**config.mk**
```make
export PLATFORM = sky130hd
export DESIGN_NAME = execute_stage
export DESIGN_NICKNAME = d
export VERILOG_FILES = /design/src/rtl/execute_stage_pkg.sv /design/src/rtl/execute_stage_alu.sv /design/src/rtl/execute_stage_branch_unit.sv /design/src/rtl/execute_stage.sv
export SDC_FILE = /design/constraint.sdc
export NUM_CORES = 1
export LEC_CHECK = 0
export CAP_MARGIN = 20
export CORE_MARGIN = 2
export CORE_UTILIZATION = 37
export CTS_CLUSTER_DIAMETER = 100
export DETAILED_ROUTE_END_ITERATION = 6
export PLACE_DENSITY = 0.69
export SLEW_MARGIN = 5
export SYNTH_ARGS = -nofsm -noshare
export SYNTH_HDL_FRONTEND = slang
export SYNTH_SLANG_ARGS = --single-unit
```
**constraint.sdc**
```tcl
create_clock -name clk -period 7.6 [get_ports clk]
set_input_delay 0.76 -clock clk [delete_from_list [all_inputs] [get_ports clk]]
set_output_delay 0.76 -clock clk [all_outputs]
set_load 0.01 [all_outputs]
```
**src/rtl/execute_stage_pkg.sv**
```systemverilog
`default_nettype none
// ============================================================================
// Module      : execute_stage_pkg
// Description : Shared ALU op codes, branch-type codes and datapath default.
// Revision    : 1.0 - initial release
// ============================================================================
package execute_stage_pkg;

    localparam int XLEN_DEFAULT = 32;

    localparam logic [3:0] c_ALU_ADD   = 4'd0;
    localparam logic [3:0] c_ALU_SUB   = 4'd1;
    localparam logic [3:0] c_ALU_AND   = 4'd2;
    localparam logic [3:0] c_ALU_OR    = 4'd3;
    localparam logic [3:0] c_ALU_XOR   = 4'd4;
    localparam logic [3:0] c_ALU_SLL   = 4'd5;
    localparam logic [3:0] c_ALU_SRL   = 4'd6;
    localparam logic [3:0] c_ALU_SRA   = 4'd7;
    localparam logic [3:0] c_ALU_SLT   = 4'd8;
    localparam logic [3:0] c_ALU_SLTU  = 4'd9;
    localparam logic [3:0] c_ALU_PASSB = 4'd10;

    typedef enum logic [2:0] {
        BR_NONE = 3'd0,
        BR_BEQ  = 3'd1,
        BR_BNE  = 3'd2,
        BR_BLT  = 3'd3,
        BR_BGE  = 3'd4,
        BR_BLTU = 3'd5,
        BR_BGEU = 3'd6,
        BR_JUMP = 3'd7
    } br_type_e;

endpackage
`default_nettype wire

```
**src/rtl/execute_stage_alu.sv**
```systemverilog
`default_nettype none
// ============================================================================
// Module      : execute_stage_alu
// Description : Combinational integer ALU used by the execute stage.
// Revision    : 1.0 - initial release
// ============================================================================
module execute_stage_alu
    import execute_stage_pkg::*;
#(
    parameter int XLEN = XLEN_DEFAULT
) (
    input  logic [3:0]      i_op,
    input  logic [XLEN-1:0] i_a,
    input  logic [XLEN-1:0] i_b,
    output logic [XLEN-1:0] o_result
);

    localparam int c_SHW = $clog2(XLEN);

    logic [c_SHW-1:0] w_shamt;
    assign w_shamt = i_b[c_SHW-1:0];

    always_comb begin
        o_result = '0;
        case (i_op)
            c_ALU_ADD:   o_result = i_a + i_b;
            c_ALU_SUB:   o_result = i_a - i_b;
            c_ALU_AND:   o_result = i_a & i_b;
            c_ALU_OR:    o_result = i_a | i_b;
            c_ALU_XOR:   o_result = i_a ^ i_b;
            c_ALU_SLL:   o_result = i_a << w_shamt;
            c_ALU_SRL:   o_result = i_a >> w_shamt;
            c_ALU_SRA:   o_result = $signed(i_a) >>> w_shamt;
            c_ALU_SLT:   o_result = {{(XLEN-1){1'b0}}, ($signed(i_a) < $signed(i_b))};
            c_ALU_SLTU:  o_result = {{(XLEN-1){1'b0}}, (i_a < i_b)};
            c_ALU_PASSB: o_result = i_b;
            default:     o_result = '0;
        endcase
    end

endmodule
`default_nettype wire

```
**src/rtl/execute_stage_branch_unit.sv**
```systemverilog
`default_nettype none
// ============================================================================
// Module      : execute_stage_branch_unit
// Description : Branch/jump resolution: taken decision and redirect target.
// Revision    : 1.0 - initial release
// ============================================================================
module execute_stage_branch_unit
    import execute_stage_pkg::*;
#(
    parameter int XLEN = XLEN_DEFAULT
) (
    input  logic [2:0]      i_br_type,
    input  logic            i_is_jalr,
    input  logic [XLEN-1:0] i_rs1,
    input  logic [XLEN-1:0] i_rs2,
    input  logic [XLEN-1:0] i_pc,
    input  logic [XLEN-1:0] i_imm,
    output logic            o_taken,
    output logic [XLEN-1:0] o_target
);

    logic [XLEN-1:0] w_base;
    logic [XLEN-1:0] w_sum;

    assign w_base   = i_is_jalr ? i_rs1 : i_pc;
    assign w_sum    = w_base + i_imm;
    // Register-based targets are forced halfword aligned.
    assign o_target = i_is_jalr ? {w_sum[XLEN-1:1], 1'b0} : w_sum;

    always_comb begin
        o_taken = 1'b0;
        case (br_type_e'(i_br_type))
            BR_NONE: o_taken = 1'b0;
            BR_BEQ:  o_taken = (i_rs1 == i_rs2);
            BR_BNE:  o_taken = (i_rs1 != i_rs2);
            BR_BLT:  o_taken = ($signed(i_rs1) <  $signed(i_rs2));
            BR_BGE:  o_taken = ($signed(i_rs1) >= $signed(i_rs2));
            BR_BLTU: o_taken = (i_rs1 <  i_rs2);
            BR_BGEU: o_taken = (i_rs1 >= i_rs2);
            BR_JUMP: o_taken = 1'b1;
            default: o_taken = 1'b0;
        endcase
    end

endmodule
`default_nettype wire

```
**src/rtl/execute_stage.sv**
```systemverilog
`default_nettype none
// ============================================================================
// Module      : execute_stage
// Description : Pipeline EX stage: forwarding, ALU, branch resolution, EX/MEM.
// Revision    : 1.0 - initial release
// ============================================================================
module execute_stage
    import execute_stage_pkg::*;
#(
    parameter int XLEN   = XLEN_DEFAULT,
    parameter bit FWD_EN = 1'b1
) (
    input  logic            clk,
    input  logic            rst,
    input  logic            id_valid,
    output logic            id_ready,
    input  logic [3:0]      id_alu_op,
    input  logic [XLEN-1:0] id_pc,
    input  logic [4:0]      id_rs1,
    input  logic [4:0]      id_rs2,
    input  logic [XLEN-1:0] id_rs1_val,
    input  logic [XLEN-1:0] id_rs2_val,
    input  logic [XLEN-1:0] id_imm,
    input  logic            id_use_pc,
    input  logic            id_use_imm,
    input  logic [2:0]      id_br_type,
    input  logic            id_is_jalr,
    input  logic            id_is_load,
    input  logic            id_is_store,
    input  logic [4:0]      id_rd,
    input  logic            id_reg_write,
    input  logic            mem_stall,
    input  logic            flush,
    input  logic            wb_valid,
    input  logic            wb_reg_write,
    input  logic [4:0]      wb_rd,
    input  logic [XLEN-1:0] wb_data,
    output logic            ex_valid,
    output logic [XLEN-1:0] ex_result,
    output logic [XLEN-1:0] ex_store_data,
    output logic [4:0]      ex_rd,
    output logic            ex_reg_write,
    output logic            ex_is_load,
    output logic            ex_is_store,
    output logic            ex_redirect,
    output logic [XLEN-1:0] ex_target
);

    logic            r_ex_valid;
    logic [XLEN-1:0] r_ex_result;
    logic [XLEN-1:0] r_ex_store_data;
    logic [4:0]      r_ex_rd;
    logic            r_ex_reg_write;
    logic            r_ex_is_load;
    logic            r_ex_is_store;
    logic            r_ex_redirect;
    logic [XLEN-1:0] r_ex_target;

    logic            w_ex_hit_rs1, w_ex_hit_rs2;
    logic            w_wb_hit_rs1, w_wb_hit_rs2;
    logic [XLEN-1:0] w_fwd_rs1, w_fwd_rs2;
    logic [XLEN-1:0] w_op_a, w_op_b;
    logic [XLEN-1:0] w_alu_result;
    logic            w_taken;
    logic [XLEN-1:0] w_target;
    logic            w_hazard;
    logic            w_is_jump;

    // Loads are excluded from EX forwarding: their data only exists after MEM.
    assign w_ex_hit_rs1 = FWD_EN && (id_rs1 != 5'd0) && r_ex_valid && r_ex_reg_write
                          && !r_ex_is_load && (r_ex_rd == id_rs1);
    assign w_ex_hit_rs2 = FWD_EN && (id_rs2 != 5'd0) && r_ex_valid && r_ex_reg_write
                          && !r_ex_is_load && (r_ex_rd == id_rs2);
    assign w_wb_hit_rs1 = FWD_EN && (id_rs1 != 5'd0) && wb_valid && wb_reg_write
                          && (wb_rd == id_rs1);
    assign w_wb_hit_rs2 = FWD_EN && (id_rs2 != 5'd0) && wb_valid && wb_reg_write
                          && (wb_rd == id_rs2);

    assign w_fwd_rs1 = w_ex_hit_rs1 ? r_ex_result : (w_wb_hit_rs1 ? wb_data : id_rs1_val);
    assign w_fwd_rs2 = w_ex_hit_rs2 ? r_ex_result : (w_wb_hit_rs2 ? wb_data : id_rs2_val);

    assign w_op_a = id_use_pc  ? id_pc  : w_fwd_rs1;
    assign w_op_b = id_use_imm ? id_imm : w_fwd_rs2;

    assign w_hazard  = id_valid && r_ex_valid && r_ex_is_load && (r_ex_rd != 5'd0)
                       && ((r_ex_rd == id_rs1) || (r_ex_rd == id_rs2));
    assign w_is_jump = (id_br_type == BR_JUMP);
    assign id_ready  = !rst && !mem_stall && !w_hazard;

    execute_stage_alu #(.XLEN(XLEN)) u_alu (
        .i_op     (id_alu_op),
        .i_a      (w_op_a),
        .i_b      (w_op_b),
        .o_result (w_alu_result)
    );

    execute_stage_branch_unit #(.XLEN(XLEN)) u_branch (
        .i_br_type (id_br_type),
        .i_is_jalr (id_is_jalr),
        .i_rs1     (w_fwd_rs1),
        .i_rs2     (w_fwd_rs2),
        .i_pc      (id_pc),
        .i_imm     (id_imm),
        .o_taken   (w_taken),
        .o_target  (w_target)
    );

    always_ff @(posedge clk) begin
        if (rst) begin
            r_ex_valid      <= 1'b0;
            r_ex_result     <= '0;
            r_ex_store_data <= '0;
            r_ex_rd         <= 5'd0;
            r_ex_reg_write  <= 1'b0;
            r_ex_is_load    <= 1'b0;
            r_ex_is_store   <= 1'b0;
            r_ex_redirect   <= 1'b0;
            r_ex_target     <= '0;
        end else if (mem_stall) begin
            r_ex_redirect   <= 1'b0;
        end else if (flush || w_hazard || r_ex_redirect) begin
            // Bubble; a pending redirect also squashes the wrong-path instruction.
            r_ex_valid      <= 1'b0;
            r_ex_reg_write  <= 1'b0;
            r_ex_is_load    <= 1'b0;
            r_ex_is_store   <= 1'b0;
            r_ex_redirect   <= 1'b0;
        end else begin
            r_ex_valid      <= id_valid;
            r_ex_result     <= w_is_jump ? (id_pc + XLEN'(4)) : w_alu_result;
            r_ex_store_data <= w_fwd_rs2;
            r_ex_rd         <= id_rd;
            r_ex_reg_write  <= id_valid && id_reg_write;
            r_ex_is_load    <= id_valid && id_is_load;
            r_ex_is_store   <= id_valid && id_is_store;
            r_ex_redirect   <= id_valid && w_taken;
            r_ex_target     <= w_target;
        end
    end

    assign ex_valid      = r_ex_valid;
    assign ex_result     = r_ex_result;
    assign ex_store_data = r_ex_store_data;
    assign ex_rd         = r_ex_rd;
    assign ex_reg_write  = r_ex_reg_write;
    assign ex_is_load    = r_ex_is_load;
    assign ex_is_store   = r_ex_is_store;
    assign ex_redirect   = r_ex_redirect;
    assign ex_target     = r_ex_target;

endmodule
`default_nettype wire

```
Word-level counts from Yosys, hierarchy flattened
Index checks and enable logic that the tools add are counted.
{"block": "word_totals", "ff_bits": 106, "inputBits": 200, "word_cells": 103}
{"block": "op_classes", "n_addsub": 4, "n_lt_le_gt_ge": 6, "eq_ne": 23, "n_shift": 3, "muxes": 15, "bitwise_logic": 5, "n_reduce_logical": 38}
{"op": "one-hot mux 32 bit (11 select lines)", "n": 1}
{"op": "two-way mux 32 bit", "n": 8}
{"op": "< comparator 32 bit", "n": 4}
{"op": "adder 32 bit", "n": 2}
{"op": "greater-or-equal comparator 32 bit", "n": 2}
{"op": "adder 32 x 3 -> 32 bit (second input constant)", "n": 1}
{"op": "AND 32 bit", "n": 1}
{"op": "== test 32 bit", "n": 1}
{"op": "!= test 32 bit", "n": 1}
{"op": "OR 32 bit", "n": 1}
{"op": "left shift 32 x 5 -> 32 bit", "n": 1}
{"op": "right shift 32 x 5 -> 32 bit", "n": 1}
{"op": ">>> shifter 32 x 5 -> 32 bit", "n": 1}
{"op": "subtractor 32 bit", "n": 1}
{"op": "XOR 32 bit", "n": 1}
{"op": "logical AND 1 bit", "n": 24}
{"op": "== test 5 bit", "n": 4}
{"op": "== test 4 x 3 -> 1 bit (second input constant)", "n": 4}
{"op": "nonzero test 5 bit", "n": 3}
{"op": "== test 3 bit (second input constant)", "n": 4}
{"op": "== test 4 bit (second input constant)", "n": 3}
{"op": "== test 4 x 2 -> 1 bit (second input constant)", "n": 2}
{"op": "one-hot mux 1 bit (8 select lines)", "n": 1}
{"op": "== test 3 x 2 -> 1 bit (second input constant)", "n": 2}
{"op": "other kinds (10)", "n": 20}

Longest topological paths before layout
{"block": "depth", "depth_word": 10, "ltp_mapped": 23, "ltp_nobuf": 20}

By module
Synthesis repeated with hierarchy kept, for this count alone.
{"block": "hier_totals", "hier_cells": 2691, "hier_area_um2": 19378.6}
{"module": "execute_stage_alu", "n_inst": 1, "cells_each": 1342, "area_each_um2": 8872.3, "seq_area_each_um2": 0.0}
{"module": "execute_stage", "n_inst": 1, "cells_each": 989, "area_each_um2": 7696.1, "seq_area_each_um2": 2122.0}
{"module": "execute_stage_branch_unit", "n_inst": 1, "cells_each": 360, "area_each_um2": 2810.2, "seq_area_each_um2": 0.0}

Worst setup path before layout
OpenSTA, ideal clock, no wires.
{"block": "synth_path", "kind": "input to register", "start": "in id_rs1[1]", "end": "reg r_ex_target[30], in the netlist ex_target[30]", "setup_ns": 0.087, "t_arrival_ns": 5.795, "path_slack_ns": 1.718, "path_stages": 21, "cell_sequence": "or4_4 -> or2_1 -> buf_2 -> buf_6 -> buf_2 -> nand4_1 -> a31oi_1 -> mux2_2 -> ha_1 -> fa_1 -> a21oi_1 -> o21bai_1 -> a2111oi_0 -> o21ai_0 -> a2111oi_0 -> o2111ai_1 -> a31oi_1 -> o21a_1 -> o21ai_0 -> xnor2_1 -> o31ai_1"}
{"block": "synth_between", "elab_chain_len": 8, "word_cells_on_any_way": 20, "cone_classes": "add/sub: 1; eq/ne: 2; mux: 3; bitwise: 1; reduce/logical: 13"}
{"element": "from (decl)", "line": "execute_stage.sv:19", "rtl": "input logic [4:0] id_rs1,"}
{"element": "nonzero test 5 bit", "line": "execute_stage.sv:70, execute_stage.sv:74"}
{"element": "logical AND 1 bit, on equally long branches (2 in series)", "line": "execute_stage.sv:74, execute_stage.sv:70"}
{"element": "logical AND 1 bit, on equally long branches", "line": "execute_stage.sv:75, execute_stage.sv:71"}
{"element": "two-way mux 32 bit / logical AND 1 bit (equally long branches)", "line": "execute_stage.sv:79, execute_stage.sv:71"}
{"element": "two-way mux 32 bit", "line": "execute_stage.sv:79", "rtl": "assign w_fwd_rs1 = w_ex_hit_rs1 ? r_ex_result : (w_wb_hit_rs1 ? wb_data : id_rs1_val);"}
{"element": "two-way mux 32 bit", "line": "execute_stage_branch_unit.sv:25", "rtl": "assign w_base = i_is_jalr ? i_rs1 : i_pc;"}
{"element": "adder 32 bit", "line": "execute_stage_branch_unit.sv:26", "rtl": "assign w_sum = w_base + i_imm;"}
{"element": "to (signal assigned)", "line": "execute_stage.sv:137", "rtl": "r_ex_target <= w_target;"}
{"element": "to (decl)", "line": "execute_stage.sv:57", "rtl": "logic [XLEN-1:0] r_ex_target;"}
Several ways; a longest one is shown, not always the timed one.
A chain may end at the register's enable or synchronous reset.

Final worst setup path
{"block": "layout_path", "start": "in id_rs1[0]", "end": "reg r_ex_result[26], in the netlist ex_result[26]"}
{"block": "layout_between", "elab_chain_len": 10, "word_cells_on_any_way": 29, "cone_classes": "add/sub: 2; eq/ne: 2; shift: 3; mux: 5; bitwise: 4; reduce/logical: 13"}
{"element": "nonzero test 5 bit", "line": "execute_stage.sv:70, execute_stage.sv:74"}
{"element": "logical AND 1 bit, on equally long branches (2 in series)", "line": "execute_stage.sv:74, execute_stage.sv:70"}
{"element": "logical AND 1 bit, on equally long branches", "line": "execute_stage.sv:75, execute_stage.sv:71"}
{"element": "two-way mux 32 bit / logical AND 1 bit (equally long branches)", "line": "execute_stage.sv:79, execute_stage.sv:71"}
{"element": "two-way mux 32 bit", "line": "execute_stage.sv:79"}
{"element": "two-way mux 32 bit", "line": "execute_stage.sv:82", "rtl": "assign w_op_a = id_use_pc ? id_pc : w_fwd_rs1;"}
{"element": "subtractor 32 bit, or another cell as far along", "line": "execute_stage_alu.sv:27", "rtl": "c_ALU_SUB: o_result = i_a - i_b;"}
{"element": "one-hot mux 32 bit (11 select lines)", "line": "execute_stage_alu.sv:25", "rtl": "case (i_op)"}
{"element": "two-way mux 32 bit", "line": "execute_stage.sv:130", "rtl": "r_ex_result <= w_is_jump ? (id_pc + XLEN'(4)) : w_alu_result;"}
{"element": "to (signal assigned)", "line": "execute_stage.sv:130"}
{"element": "to (decl)", "line": "execute_stage.sv:50", "rtl": "logic [XLEN-1:0] r_ex_result;"}
Several ways; a longest one is shown, not always the timed one.

==> flow_metrics.tcl <==
set metrics [dict create \
    ant_nets 0 \
    crit_buf_inv 2 \
    seq_area_frac_synth_pct 10.8 \
    worstSkewPairLatency_ns 0.42 \
    area.growth.synth_to_final_pct 20.8 \
    first_global_vias 22900 \
    first_pass_iters 7 \
    ctsRootBufferMaster "clkbuf_16" \
    clk_pin_slew_ns 0.10 \
    avgSynthCellArea_um2 7.12 \
    coreArea_um2 52400 \
    crit_path_start_kind "primary input" \
    slew_violations 0 \
    cp.required_ns 7.98 \
    synth_edf_count 0 \
    synth_cell_types 91 \
    postSynth.asyncResetShare_pct 0 \
    cp_common_cell "a21oi_1" \
    ctsResizeCount 0 \
    placedCellCount 3611 \
    cts_setup_buffers 0 \
    grt_start_max_net_pins 74 \
    vias 24600 \
    p_per_area_nw_per_um2 128 \
    rsz0062_at_grt "false" \
    status "finished, final reports clean" \
    p_leak_uw 0.00915 \
    critical_path_class "primary input to register" \
    holdPathStages 2 \
    grt_pass1_wl_mm 153 \
    max_freq_mhz 142 \
    worst_setup_path_end_kind "register" \
    post_drt_wl_per_cell_um 29.5 \
    critical-path-top-delay-family "compound AO/OA/AOI/OAI gates" \
    remaining_drc_errors 0 \
    io_buffer_count 306 \
    initial_utilization_pct 37.3 \
    cpMaxStageDelayCell "a311oi_1" \
    synth_fp_nets 3127 \
    netlist_instances 2748 \
    final_cell_mix "303 x clkdlybuf4s50_1, 288 x nand2_1, 248 x a21oi_1, 178 x nor2_1, 176 x ha_1" \
    crit_path_start "id_rs1[0]" \
    multiInputGateArea_um2 16100 \
    antenna_found_initial 2 \
    fin_setup_tns_ns 0 \
    syn-cell-area_um2 19600 \
    crit_cells 19 \
    die_h_um 234 \
    min_path_type "register to register" \
    synth_seq_cells 106 \
    maxCapViolCount 0 \
    regArea_um2 2120 \
    drive_gt1_share_pct 7.38 \
    fillCellCount 5383 \
    ir_drop_v 0.0000975 \
    nNetsFinal 3314 \
    finalHoldViolCount 0 \
    setup_viol 0 \
    r2r_cells 18 \
    worstPathArrival_ns 7.40 \
    cts_tree "done" \
    drt_iter0_drc 3453 \
    rrSetupSlack_ns 1.05 \
    layout_commonest_cell "clkdlybuf4s50_1" \
    die_width_um 234 \
    slew-limit-headroom_pct 14.5 \
    htree_levels 3 \
    final_cells 3631 \
    fin_skew_ns 0.0188 \
    wirelength_mm 107 \
    yosysWarnings 0 \
    vias_per_cell 6.78 \
    worst_pin_slew_ns 1.25 \
    cts_buffers 9 \
    synthFlopType "dfxtp_1" \
    cts_sinks 106 \
    die-area_um2 54700 \
    path_max_fanout 15 \
    fin_crit_sh_pct 92.4 \
    track_usage_pct 37.7 \
    boundaryPins 307 \
    crit-reg2reg-launch "ex_rd[4]" \
    worstPathCellList "clkdlybuf4s50_1, xnor2_1, nand3_1, or3_2, a311oi_1, a21oi_1, inv_1, ha_1, nand2b_1, a21oi_1, nor2_1, o211ai_1, a21oi_1, o22ai_1, a311oi_1, o311ai_0, or2_2, a31oi_1, o31a_1" \
    max_stage_delay_ns 0.83 \
    num_rows 84 \
    period_needed_ns 7.02 \
    globalRouteOverflowTotal 0 \
    crit_end "ex_result[26]" \
    r2r-end "ex_result[26]" \
    cts_buffer_depth 2 \
    place_congestion 1.09 \
    hpwl_mm 82.6 \
    postCtsHoldBufs 0 \
]
## tightest hold or removal path, stage by stage, from the launching register on
cell and delay [ns]:
dfxtp_1 0.31, nand2_1 0.05, a21oi_1 0.05
## flip-flops by register name (all words and copies together) (netlist names)
name           flops
ex_is_load         1
ex_store_data     32
ex_result         32
ex_rd              5
ex_reg_write       1
ex_target         32
ex_redirect        1
ex_valid           1
ex_is_store        1
## routing by layer
metal,GRT usage [%],routed length [um]
met4,26.2,8910
met2,57.2,45900
met5,0,0
met1,47.3,40400
met3,8.38,12000
## report_power, final
part           internal [uW]  leakage [uW]  switching, uW
Combinational            685       0.00813           1150
Clock                    242      0.000156            312
Sequential               591      0.000867           50.8
Total                   1520       0.00915           1520
## layout make-up
class | count | share of cell area (%)
multi-input cells | 2275 | 68.0
well taps | 688 | 3.64
clock inverters | 7 | 0.408
inverters | 150 | 2.40
repair buffers | 393 | 15.6
clock buffers | 9 | 0.953
flip-flops and latches | 106 | 8.98
diodes | 3 | 0.0318
## worst min-delay path by stage
| stage | to | slack, ns | from |
|---|---|---|---|
| after global placement | ex_target[0] | 0.44 | ex_target[0] |
| after detailed placement | ex_target[25] | 0.44 | ex_target[25] |
| final | ex_target[0] | 0.45 | ex_target[0] |
| after floorplan | ex_target[9] | 0.48 | ex_target[9] |
| after CTS | ex_target[0] | 0.45 | ex_target[0] |
| after global routing | ex_target[6] | 0.48 | ex_target[6] |
## through the flow
stage / total power, uW / utilization (%) / area (um2) / worst slack (ns) / hold slack (ns)
2_1_floorplan: 1720 / - / 19600 / 1.72 / 0.476
3_3_place_gp: 2410 / 44.4 / 23300 / 0.725 / 0.439
3_5_place_dp: 2400 / 44.4 / 23300 / 0.597 / 0.444
4_1_cts: 2960 / 45.0 / 23600 / 1.03 / 0.454
5_1_grt: 3150 / 45.0 / 23600 / 0.402 / 0.476
6_report: 3030 / 45.1 / 23600 / 0.575 / 0.454
## synthesized netlist by cell type (all sizes together) (21+ instances only)
| master | instances | area share, % |
|---|---|---|
| a31oi | 67 | 2.1 |
| nor4 | 54 | 1.7 |
| a211oi | 83 | 3.2 |
| o21a | 21 | 0.81 |
| o21ai | 127 | 3.3 |
| mux2i | 169 | 8.9 |
| a21o | 57 | 2.2 |
| xnor2 | 58 | 2.6 |
| clkbuf | 147 | 2.8 |
| nor3 | 54 | 1.4 |
| buf | 70 | 1.8 |
| mux2 | 40 | 2.3 |
| a311oi | 36 | 1.7 |
| o211ai | 26 | 1.0 |
| a2111oi | 32 | 1.7 |
| dfxtp | 106 | 11 |
| nand2 | 289 | 5.6 |
| nand4 | 55 | 1.8 |
| nand3 | 62 | 1.6 |
| o21bai | 30 | 1.2 |
| o31ai | 52 | 2.0 |
| a21oi | 251 | 6.4 |
| a22oi | 28 | 1.1 |
| o221ai | 25 | 1.1 |
| inv | 149 | 2.9 |
| nor2 | 181 | 3.5 |
| xor2 | 29 | 1.3 |
| ha | 176 | 11 |
| a221oi | 26 | 1.2 |
## cell families after synthesis
| group | count (synthesis) | share of synthesized area [%] |
|---|---|---|
| flops | 106 | 10.8 |
| compound gates | 994 | 35.0 |
| mux | 216 | 12.0 |
| fa+ha+maj | 179 | 11.6 |
| buf+inv | 367 | 7.55 |
| simple gates | 799 | 19.1 |
| xor+xnor | 87 | 3.90 |
(Power assumes the default switching activity.)
